[src/rtl/bus_fifo_port.sv]
// Memory-mapped byte FIFO port on the 6502 bus: a TX FIFO (CPU to device) and
// an RX FIFO (device to CPU) behind a 4-byte register window.
`timescale 1ns/1ps

module bus_fifo_port #(
    parameter logic [15:0] BASE_ADDR = 16'hD000,
    parameter int          DEPTH     = 8
) (
    input  logic        ph2,
    input  logic        reset,
    input  logic [15:0] address,
    input  logic        read_en,
    input  logic        bus_valid,
    input  logic [7:0]  data_in,
    output logic [7:0]  data_out,
    output logic        data_oe,
    output logic [7:0]  tx_data,
    output logic        tx_valid,
    input  logic        tx_ready,
    input  logic [7:0]  rx_data,
    input  logic        rx_valid,
    output logic        rx_ready
    ,output logic       irq
);

    localparam int         AW       = $clog2(DEPTH);
    localparam logic [3:0] FULL_CNT = 4'(DEPTH);

    // Handshake: a byte moves on a rising edge where valid and ready are both 1;
    // the sender holds data stable until then, and ready never depends on valid.

    logic [7:0]    tx_mem_q [DEPTH];
    logic [7:0]    rx_mem_q [DEPTH];
    logic [AW-1:0] tx_wp_q, tx_wp_d, tx_rp_q, tx_rp_d;
    logic [AW-1:0] rx_wp_q, rx_wp_d, rx_rp_q, rx_rp_d;
    logic [3:0]    tx_cnt_q, tx_cnt_d, rx_cnt_q, rx_cnt_d;
    logic          tx_ovf_q, tx_ovf_d, rx_unf_q, rx_unf_d, rx_stall_q, rx_stall_d;
    logic [1:0]    ctrl_q, ctrl_d;

    logic       sel, rd, wr;
    logic [1:0] off;
    logic       data_rd, data_wr, stat_wr, ctrl_wr;
    logic       tx_empty, tx_full, rx_empty, rx_full;
    logic       tx_push, tx_pop, rx_push, rx_pop;
    logic [7:0] status;

    assign sel     = bus_valid && (address[15:2] == BASE_ADDR[15:2]);
    assign off     = address[1:0];
    assign rd      = sel & read_en;
    assign wr      = sel & ~read_en;
    assign data_oe = rd;

    assign data_rd = rd && (off == 2'd0);
    assign data_wr = wr && (off == 2'd0);
    assign stat_wr = wr && (off == 2'd1);
    assign ctrl_wr = wr && (off == 2'd2);

    assign tx_empty = (tx_cnt_q == 4'd0);
    assign tx_full  = (tx_cnt_q == FULL_CNT);
    assign rx_empty = (rx_cnt_q == 4'd0);
    assign rx_full  = (rx_cnt_q == FULL_CNT);

    // Gated by reset so no device transfer can complete while held in reset.
    assign tx_valid = reset & ~tx_empty;
    assign rx_ready = reset & ~rx_full;
    assign tx_data  = tx_mem_q[tx_rp_q];

    assign tx_push = data_wr & ~tx_full;
    assign tx_pop  = tx_valid & tx_ready;
    assign rx_push = rx_valid & rx_ready;
    assign rx_pop  = data_rd & ~rx_empty;

    assign irq = (ctrl_q[0] & ~rx_empty) | (ctrl_q[1] & tx_empty) | tx_ovf_q | rx_unf_q;

    assign status = {irq, rx_unf_q, rx_stall_q, tx_ovf_q,
                     tx_empty, rx_full, ~tx_full, ~rx_empty};

    always_comb begin
        tx_wp_d    = tx_push ? tx_wp_q + AW'(1) : tx_wp_q;
        tx_rp_d    = tx_pop  ? tx_rp_q + AW'(1) : tx_rp_q;
        rx_wp_d    = rx_push ? rx_wp_q + AW'(1) : rx_wp_q;
        rx_rp_d    = rx_pop  ? rx_rp_q + AW'(1) : rx_rp_q;
        tx_cnt_d   = tx_cnt_q + {3'b000, tx_push} - {3'b000, tx_pop};
        rx_cnt_d   = rx_cnt_q + {3'b000, rx_push} - {3'b000, rx_pop};
        // Sticky flags: a set in the same cycle as a W1C clear wins.
        tx_ovf_d   = (data_wr & tx_full)  | (tx_ovf_q   & ~(stat_wr & data_in[4]));
        rx_stall_d = (rx_valid & rx_full) | (rx_stall_q & ~(stat_wr & data_in[5]));
        rx_unf_d   = (data_rd & rx_empty) | (rx_unf_q   & ~(stat_wr & data_in[6]));
        ctrl_d     = ctrl_wr ? data_in[1:0] : ctrl_q;
    end

    always_comb begin
        data_out = 8'h00;
        if (rd) begin
            case (off)
                2'd0:    data_out = rx_empty ? 8'h00 : rx_mem_q[rx_rp_q];
                2'd1:    data_out = status;
                2'd2:    data_out = {6'b000000, ctrl_q};
                default: data_out = {tx_cnt_q, rx_cnt_q};
            endcase
        end
    end

    always_ff @(posedge ph2) begin
        if (!reset) begin
            tx_wp_q    <= '0;
            tx_rp_q    <= '0;
            rx_wp_q    <= '0;
            rx_rp_q    <= '0;
            tx_cnt_q   <= '0;
            rx_cnt_q   <= '0;
            tx_ovf_q   <= 1'b0;
            rx_unf_q   <= 1'b0;
            rx_stall_q <= 1'b0;
            ctrl_q     <= '0;
        end else begin
            tx_wp_q    <= tx_wp_d;
            tx_rp_q    <= tx_rp_d;
            rx_wp_q    <= rx_wp_d;
            rx_rp_q    <= rx_rp_d;
            tx_cnt_q   <= tx_cnt_d;
            rx_cnt_q   <= rx_cnt_d;
            tx_ovf_q   <= tx_ovf_d;
            rx_unf_q   <= rx_unf_d;
            rx_stall_q <= rx_stall_d;
            ctrl_q     <= ctrl_d;
        end
    end

    // Storage needs no reset: pointers and counts define which entries are live.
    always_ff @(posedge ph2) begin
        if (tx_push) tx_mem_q[tx_wp_q] <= data_in;
        if (rx_push) rx_mem_q[rx_wp_q] <= rx_data;
    end

endmodule

[config.mk]
export PLATFORM = sky130hd
export DESIGN_NAME = bus_fifo_port
export DESIGN_NICKNAME = d
export VERILOG_FILES = /design/src/rtl/bus_fifo_port.sv
export SDC_FILE = /design/constraint.sdc
export NUM_CORES = 1
export LEC_CHECK = 0
export CORE_MARGIN = 2
export CORE_UTILIZATION = 25
export CTS_CLUSTER_SIZE = 24
export DETAILED_ROUTE_END_ITERATION = 12
export SETUP_SLACK_MARGIN = 0.05
export SYNTH_ARGS = -nofsm -noshare
export SYNTH_HDL_FRONTEND = slang
export SYNTH_SLANG_ARGS = --single-unit
[constraint.sdc]
create_clock -name ph2 -period 2.9 [get_ports ph2]
set_input_delay 0.58 -clock ph2 [delete_from_list [all_inputs] [get_ports ph2]]
set_output_delay 0.58 -clock ph2 [all_outputs]
set_load 0.05 [all_outputs]
* Yosys cells after proc, flatten, opt, wreduce, memory -nomap -nowiden
Memories as Yosys holds them, arrays and structs flattened. A register that Yosys moved wholly into a read port is not among the register bits. Cells that the tools add are included.
Operators by class: add/subtract/negate cells 8, equality and inequality tests 5, mux-type cells 11, bitwise operators 33, reductions and logical operators 8
Operator list (number):
- one-hot mux 8 bit (3 select lines) | 1
- AND 1 bit | 19
- 2-to-1 mux 8 bit | 2
- == test 14 bit (second input constant) | 1
- adder 3 x 1 -> 3 bit (second input constant) | 4
- 2-to-1 mux 3 bit | 4
- adder 4 x 1 -> 4 bit | 2
- == test 4 bit (second input constant) | 2
- zero test 4 bit | 2
- inverter 1 bit | 8
- subtractor 4 x 1 -> 4 bit | 2
- bitwise OR 1 bit | 6
- logical AND 1 bit | 5
- 2-to-1 mux 1 bit | 4
- == test 2 x 1 -> 1 bit (second input constant) | 1
- == test 2 bit (second input constant) | 1
- zero test 2 bit | 1
Word-level totals: flip-flop bits (word level) 25, bits in writable memories 128, input bits 38, output and inout port bits 20, logic and storage cells 77, memories 2
Memory list:
- rx_mem_q | words 8, bits a word 8, read ports 1, clocked after Yosys merged registers in 1, write ports 1, RTL line 33 | logic [7:0] rx_mem_q [DEPTH];
- tx_mem_q | words 8, bits a word 8, read ports 1, clocked after Yosys merged registers in 1, write ports 1, RTL line 32 | logic [7:0] tx_mem_q [DEPTH];

* Logic depth before layout (Yosys ltp)
Gate-level depths: netlist of the first run.
word-level depth 8, mapped depth 12, gate-level depth less buffers 12

* Worst setup path after synthesis of the first run
No wires, ideal clock.
path type input-to-output, start input address[6], end output data_out[4], data arrival time 2.609 ns, required time 2.320 ns, path slack -0.289 ns, cell stages on the path 6, path buffers 1, cell sequence nor4bb_1 -> nand4_2 -> inv_1 -> buf_6 -> o21ai_2 -> a211oi_1
Between the ends: cells in the longest elaborated chain, start to end 4
Ends and longest elaborated chain:
- from (decl) | RTL line 11 | input logic [15:0] address,
- == test 14 bit | RTL line 47 | assign sel = bus_valid && (address[15:2] == BASE_ADDR[15:2]);
- logical AND 1 bit | RTL line 47
- AND 1 bit | RTL line 49 | assign rd = sel & read_en;
- net data_oe | RTL line 16 | output logic data_oe,
- 2-to-1 mux 8 bit | RTL line 94 | if (rd) begin
- to (decl) | RTL line 15 | output logic [7:0] data_out,
The timed path passes the listed nets, and every way through them passes these cells.

* Worst setup path in the final report of the first run
start input address[0], end output data_out[2]
Between the ends: cells in the longest elaborated chain, start to end 3, elaborated cells on any way between the ends 5, classes of those cells eq/ne: 2; mux: 2; reduce/logical: 1
Ends and longest elaborated chain:
- == test 2 bit (tied with other cells) | RTL line 95 | case (off)
- one-hot mux 8 bit (3 select lines) * | RTL line 95
- 2-to-1 mux 8 bit * | RTL line 94
Mark *: on every way between the ends. The rest lies on a longest branch, timed or not.

==> flow_summary_export.csv, run 1 <==
group,metric,value,unit
drt,first_iter_violations,311,
power_and_ir_drop,ir_drop,0.4883,mV
critical_path,cp-end-kind,"output pin",
sta,rsz0062_at_grt,"true",
grt,grtUsageMet3,0.02985,
grt,antenna_found_initial,0,
cts,numCtsBuffers,17,
critical_path,regToRegSetupSlack,0.44,ns
min_path,worstHoldEndpoint,"ctrl_q[0]",
critical_path,crit_type,"in -> out",
synth,synthAdderAreaFrac,0.03318,
job,drv_cap,0,
drt,drc,0,
grt,track_usage,0.1076,
cells_and_area,final_area,0.008894,sq mm
grt,grt_most_used_layer,"met2",
sta,hold_violations,0,
cells_and_area,diodes,0,
min_path,whs_path_depth,2,
sta,setup_viol,0,
cts,h-tree-depth,4,
sta,final_max_slew_viol_count,0,
cts,cts_hold_buf,0,
synth,muxShareOfSynthArea,0.1447,
cells_and_area,fin_util,0.3300,
drt,wl_per_cell,17.00,um
grt,grt_pass1_wl,22.96,mm
critical_path,critical_path_peak_fanout,19,
die,initial_core_util,0.2547,
outcome,outcome,"completed",
power_and_ir_drop,power_leakage,3.094,nW
synth,synthCells,422,
drt,vias_per_cell,4.523,
place,placed_area,0.008185,sq mm
die,die_x,169.7,um
die,row_count,60,
cells_and_area,area_delta_synth_final,29.57,%
cts,cts-root-buf,"clkbuf_16",
min_path,hold_path.class,"reg -> reg",
sta,worstMarginPinSlew,0.5574,ns
drt,vias,3985,
cells_and_area,drive_gt1_frac,0.2889,
cells_and_area,fin_cells,881,
critical_path,start_kind,"input port",
sta,slew_headroom,0.6280,
synth,synth_top_family_by_area,"multiplexers",
cts,clk_latency,0.42,ns
synth,synth_area_leaders,"edfxtp_1 (56%), dfxtp_1 (9.0%), mux4_1 (5.7%)",
sta,finalCriticalPeriod,2.767,ns
synth,synth_area,0.006864,sq mm
synth,synth_ff_type,"edfxtp_1",
synth,async_flop_share,0,
place,routabilityCongestion,0.7869,
drt,ant_nets,0,
synth,synth_compound_area_frac,0.04265,
critical_path,r2r_end,"rx_cnt_q[3]",
synth,synth_nets,477,
place,dp_cells,846,
place,port_buffers,57,
drt,wl,14.97,mm
place,hpwl,10.20,mm
critical_path,rr_worst_depth,10,
sta,fmax,0.3614,GHz
critical_path,worstPathRequired,2.32,ns
synth,ys_ff_latch,159,
grt,use_met1,0.1323,
cts,cts_sinks,159,
sta,fin_hold_ws,0.4646,ns
die,core,0.02695,sq mm
synth,yosysSeqAreaShare,0.6504,
synth,synth.avg_cell_area,16.27,sq um
min_path,worstHoldStart,"ctrl_q[0]",
synth,synth_top_cell_area_share,0.5600,
synth,synth_xor_area_frac,0.008932,
cells_and_area,final_nets,584,
drt,first_pass_iters,4,
grt,grtUsageMet2,0.1828,
synth,yosys_warnings,0,
critical_path,cp_data_arrival_time,2.19,ns
synth,yosys.cell_types.count,61,
synth,synth_simple_gate_area_share,0.08987,
grt,grt_pass1_vias,4073,
die,die_h,169.7,um
grt,overflow,0,
cts,clkTransAtPathRegs,0.06,ns
cts,cts_tree,"done",
power_and_ir_drop,power_per_cell_area,648.0,mW/mm^2
die,io_pins,58,
grt,grt_max_degree,20,
synth,synth_largest_area_cell,"edfxtp_1",
critical_path,r2r_start,"rx_cnt_q[2]",
sta,fin_worst_skew,0.006409,ns
synth,synth_enable_flop_cells,128,
cells_and_area,fill_cells,2573,
sta,post-route-period-util,0.9541,
cts,cts.path.max_buffers,2,
die,die_area,0.02880,sq mm
## final cells by class
cell class                      count  area, sq um  share of cell area
Tap cell                          341        426.7             0.04797
Clock inverter                     13        187.7             0.02110
Clock buffer                       17        425.4             0.04783
Sequential cell                   159         4466              0.5021
Inverter                           15        56.30            0.006331
Multi-Input combinational cell    226         2268              0.2551
Timing Repair Buffer              110         1064              0.1196
## cells in the final DEF (no fill, tap or decap), drive strengths merged, types with 4 or more instances in the layout
cell and count:
edfxtp 128, buf 73, dfxtp 31, mux4 30
nand2 27, clkdlybuf4s50 21, inv 18, clkbuf 17
nor2 17, mux2i 16, dlygate4sd2 16, ha 15
a21oi 13, o21ai 10, nand3 10, mux2 9
nor3 9, xnor2 6, o22ai 6, and2 5
nor4b 5, nand2b 4, bufinv 4, nor3b 4
clkinv 4
## metal layers
layer	vias up	share of wire
li1	1872	-
met1	2022	0.44
met2	72	0.50
met3	19	0.043
met4	0	0.014
met5	-	0
## power by group
group | leakage (nW) | internal (W) | switching, W
sequential | 1.40 | 0.00253 | 0.0000546
combinational | 1.40 | 0.000391 | 0.000458
clock | 0.294 | 0.00144 | 0.000893
## critical path, stage by stage
cell and delay (ns):
clkdlybuf4s50_1 0.50, buf_12 0.20, nor3_2 0.23, nand2_2 0.14, buf_4 0.16, o22ai_2 0.10, buf_4 0.14, buf_12 0.12
## worst max-delay path by stage
stage                            from  slack, ns  depth (start not counted)           to
after floorplan            address[6]       0.04                          6  data_out[2]
after global placement    address[14]      -0.22                          9  data_out[2]
after detailed placement  address[14]      -0.24                          9  data_out[3]
after CTS                 tx_cnt_q[2]       0.03                          8  data_out[7]
after global routing      address[11]       0.05                          8  data_out[7]
final                      address[0]       0.13                          8  data_out[2]
## cell families after synthesis
kind of cell | Yosys count
AOI/OAI and AO/OA | 45
muxes | 55
DFF | 159
and+or+nand+nor | 102
xor gates and xnor gates | 7
adders and majority gates | 17
buffers and inverters | 37
## stage by stage
step                      power (W)  setup slack (ns)  setup TNS (ns)
after CTS                  0.005792           0.03357               0
after floorplan            0.003162           0.04367               0
after detailed placement   0.003454           -0.2361          -1.827
final                      0.005763            0.1332               0
after global placement     0.003423           -0.2187          -1.448
after global routing       0.005984           0.04922               0
## flip-flops by register name (all words and copies together), names as in the netlist, named ones only
| signal | count |
|---|---|
| ctrl_q | 2 |
| tx_cnt_q | 4 |
| tx_rp_q | 3 |
| tx_ovf_q | 1 |
| rx_cnt_q | 4 |
| rx_unf_q | 1 |
| rx_mem_q | 64 |
| tx_wp_q | 3 |
| rx_wp_q | 3 |
| rx_stall_q | 1 |
| tx_mem_q | 64 |
| rx_rp_q | 3 |
## synthesized netlist by cell type (6+ instances only)
master    count
o21ai_0       9
edfxtp_1    128
nor3_1        8
clkbuf_1      7
o22ai_1       6
nand2_1      26
xnor2_1       6
nand3_1       9
mux2i_1      16
dfxtp_1      31
nor2_1       16
ha_1         15
mux2_2        9
mux4_1       15
a21oi_1      13
inv_1        15
mux4_2       15
## timing repair
item,CTS,global route
resized for setup,32,4
endpoints found under the setup margin,8,3
pin swaps,12,4
setup buffers,3,2
Note: power is estimated with default switching activity, not from simulation.
==> run 2: changes to the inputs <==
--- a/config.mk
+++ b/config.mk
@@ -6,9 +6,10 @@
 export NUM_CORES = 1
 export LEC_CHECK = 0
 export CORE_MARGIN = 2
-export CORE_UTILIZATION = 25
+export CORE_UTILIZATION = 58
 export CTS_CLUSTER_SIZE = 24
 export DETAILED_ROUTE_END_ITERATION = 12
+export PLACE_DENSITY = 0.8
 export SETUP_SLACK_MARGIN = 0.05
 export SYNTH_ARGS = -nofsm -noshare
 export SYNTH_HDL_FRONTEND = slang
==> flow_summary_export.csv, run 2 (synthesized netlist as in run 1, its figures left out) <==
group,metric,value,unit
outcome,outcome,"completed",
die,die_h,112.8,um
die,io_pins,58,
grt,grtUsageMet3,0.05570,
cells_and_area,final_area,0.008678,sq mm
critical_path,r2r_end,"tx_cnt_q[2]",
critical_path,regToRegSetupSlack,0.30,ns
place,hpwl,9.638,mm
grt,antenna_found_initial,0,
drt,ant_nets,0,
critical_path,cp_data_arrival_time,2.21,ns
die,core,0.01147,sq mm
sta,fin_worst_skew,0.01055,ns
sta,slew_headroom,0.6141,
cells_and_area,final_cell_mix,"edfxtp_1 (128), buf_4 (56), dfxtp_1 (29), nand2_1 (24), clkdlybuf4s50_1 (21)",
sta,worstMarginPinSlew,0.5698,ns
grt,grt_most_used_layer,"met2",
place,placed_area,0.007910,sq mm
die,die_x,112.8,um
sta,hold_violations,0,
drt,first_iter_violations,239,
power_and_ir_drop,power.total,0.005807,W
cells_and_area,fill_cells,651,
cells_and_area,final_common_cell,"edfxtp_1",
sta,setup_viol,0,
grt,grt_pass1_vias,4300,
sta,fmax,0.3580,GHz
cells_and_area,fin_util,0.7568,
sta,post-route-period-util,0.9632,
grt,grt_max_degree,17,
grt,overflow,0,
die,die_area,0.01272,sq mm
critical_path,critical_path_peak_fanout,6,
critical_path,cp-endpoint,"data_out[5]",
grt,grt_pass1_wl,22.84,mm
cts,numCtsBuffers,17,
power_and_ir_drop,ir_drop,0.5069,mV
cts,cts-root-buf,"clkbuf_16",
sta,rsz0062_at_grt,"true",
place,routabilityCongestion,0.8324,
critical_path,setup.worst_path.start,"address[11]",
drt,wl_per_cell,21.07,um
cts,clk_latency,0.42,ns
cells_and_area,multi_input_area,0.002287,sq mm
cells_and_area,area_delta_synth_final,26.43,%
cells_and_area,final_nets,581,
sta,fin_hold_ws,0.4760,ns
drt,drc,0,
grt,use_met1,0.2866,
drt,vias_per_cell,5.912,
drt,vias,4032,
power_and_ir_drop,power_leakage,3.137,nW
cts,clkTransAtPathRegs,0.06,ns
place,port_buffers,57,
cts,cts_hold_buf,0,
grt,grtUsageMet2,0.4236,
job,drv_cap,0,
drt,first_pass_iters,5,
die,initial_core_util,0.5986,
cells_and_area,diodes,0,
min_path,hold_path.class,"reg -> reg",
cells_and_area,reg_top3,"rx_mem_q (64), tx_mem_q (64)",
cts,h-tree-depth,4,
grt,track_usage,0.2395,
cells_and_area,drive_gt1_frac,0.2894,
cts,cts_sinks,159,
critical_path,rr_worst_depth,11,
critical_path,crit_type,"in -> out",
die,row_count,39,
cts,cts.path.max_buffers,2,
drt,wl,14.37,mm
sta,final_max_slew_viol_count,0,
critical_path,start_kind,"input port",
critical_path,cp-end-kind,"output pin",
sta,finalCriticalPeriod,2.793,ns
cells_and_area,regArea,0.004467,sq mm
sta,setup_tns,0,ns
critical_path,r2r_start,"tx_cnt_q[2]",
power_and_ir_drop,power_per_cell_area,669.1,mW/mm^2
critical_path,worstPathRequired,2.32,ns
cts,cts_tree,"done",
run 2: cell count changes in the layout (fill, tap and decap cells not counted), sizes merged:
| cell | delta |
|---|---|
| clkbuf | +2 |
| inv | +3 |
| buf | -4 |
| dlygate4sd2 | -7 |
| clkinv | -1 |
| dlymetal6s2s | +7 |
| clkinvlp | -1 |
run 2: power breakdown:
group          leakage (nW)  internal [W]  switching, W
clock network         0.306       0.00146      0.000919
registers              1.41       0.00253     0.0000553
logic                  1.43      0.000378      0.000464
total                  3.14       0.00437       0.00144
run 2: layout make-up:
type,count,area share
multi-input combinational,226,0.2636
inverter,15,0.006488
clock buffer,18,0.04945
sequential,159,0.5147
timing repair buffer,107,0.1217
tap,143,0.02062
clock inverter,14,0.02350
run 2: stage by stage:
step	setup slack, ns	cells
after floorplan	0.04367	422
after global placement	-0.07671	646
after detailed placement	-0.1886	646
after CTS	0.05594	681
after global routing	0.02395	682
final	0.1066	682
run 2: worst min path at each step:
stage | endpoint | cells after the start | slack, ns | from
2_1_floorplan | flop | 1 | 0.43 | tx_rp_q[2]
3_3_place_gp | tx_rp_q[2] | 1 | 0.44 | tx_rp_q[2]
3_5_place_dp | tx_rp_q[2] | 1 | 0.47 | tx_rp_q[2]
4_1_cts | tx_rp_q[2] | 1 | 0.48 | tx_rp_q[2]
5_1_grt | ctrl_q[0] | 2 | 0.52 | ctrl_q[0]
6_report | flop | 1 | 0.48 | tx_rp_q[2]
run 2: worst max-delay path, stage by stage:
cell           delay [ns]
dlygate4sd2_1        0.26
nor4b_4              0.35
nand4_2              0.22
inv_2                0.12
buf_6                0.13
o21ai_4              0.06
a211oi_2             0.27
clkbuf_16            0.22
run 2: repair_timing:
item / in CTS / in global routing
resized for setup: 24 / 14
buffers inserted: 3 / 1
cloned: 0 / 0
pin swaps: 10 / 5
endpoints found under the setup margin: 8 / 8
run 2: routing by layer:
metal / share of wire / routed length [um]
met3: 0.042 / 600
met4: 0.019 / 266
met5: 0 / 0
met2: 0.55 / 7906
met1: 0.39 / 5599
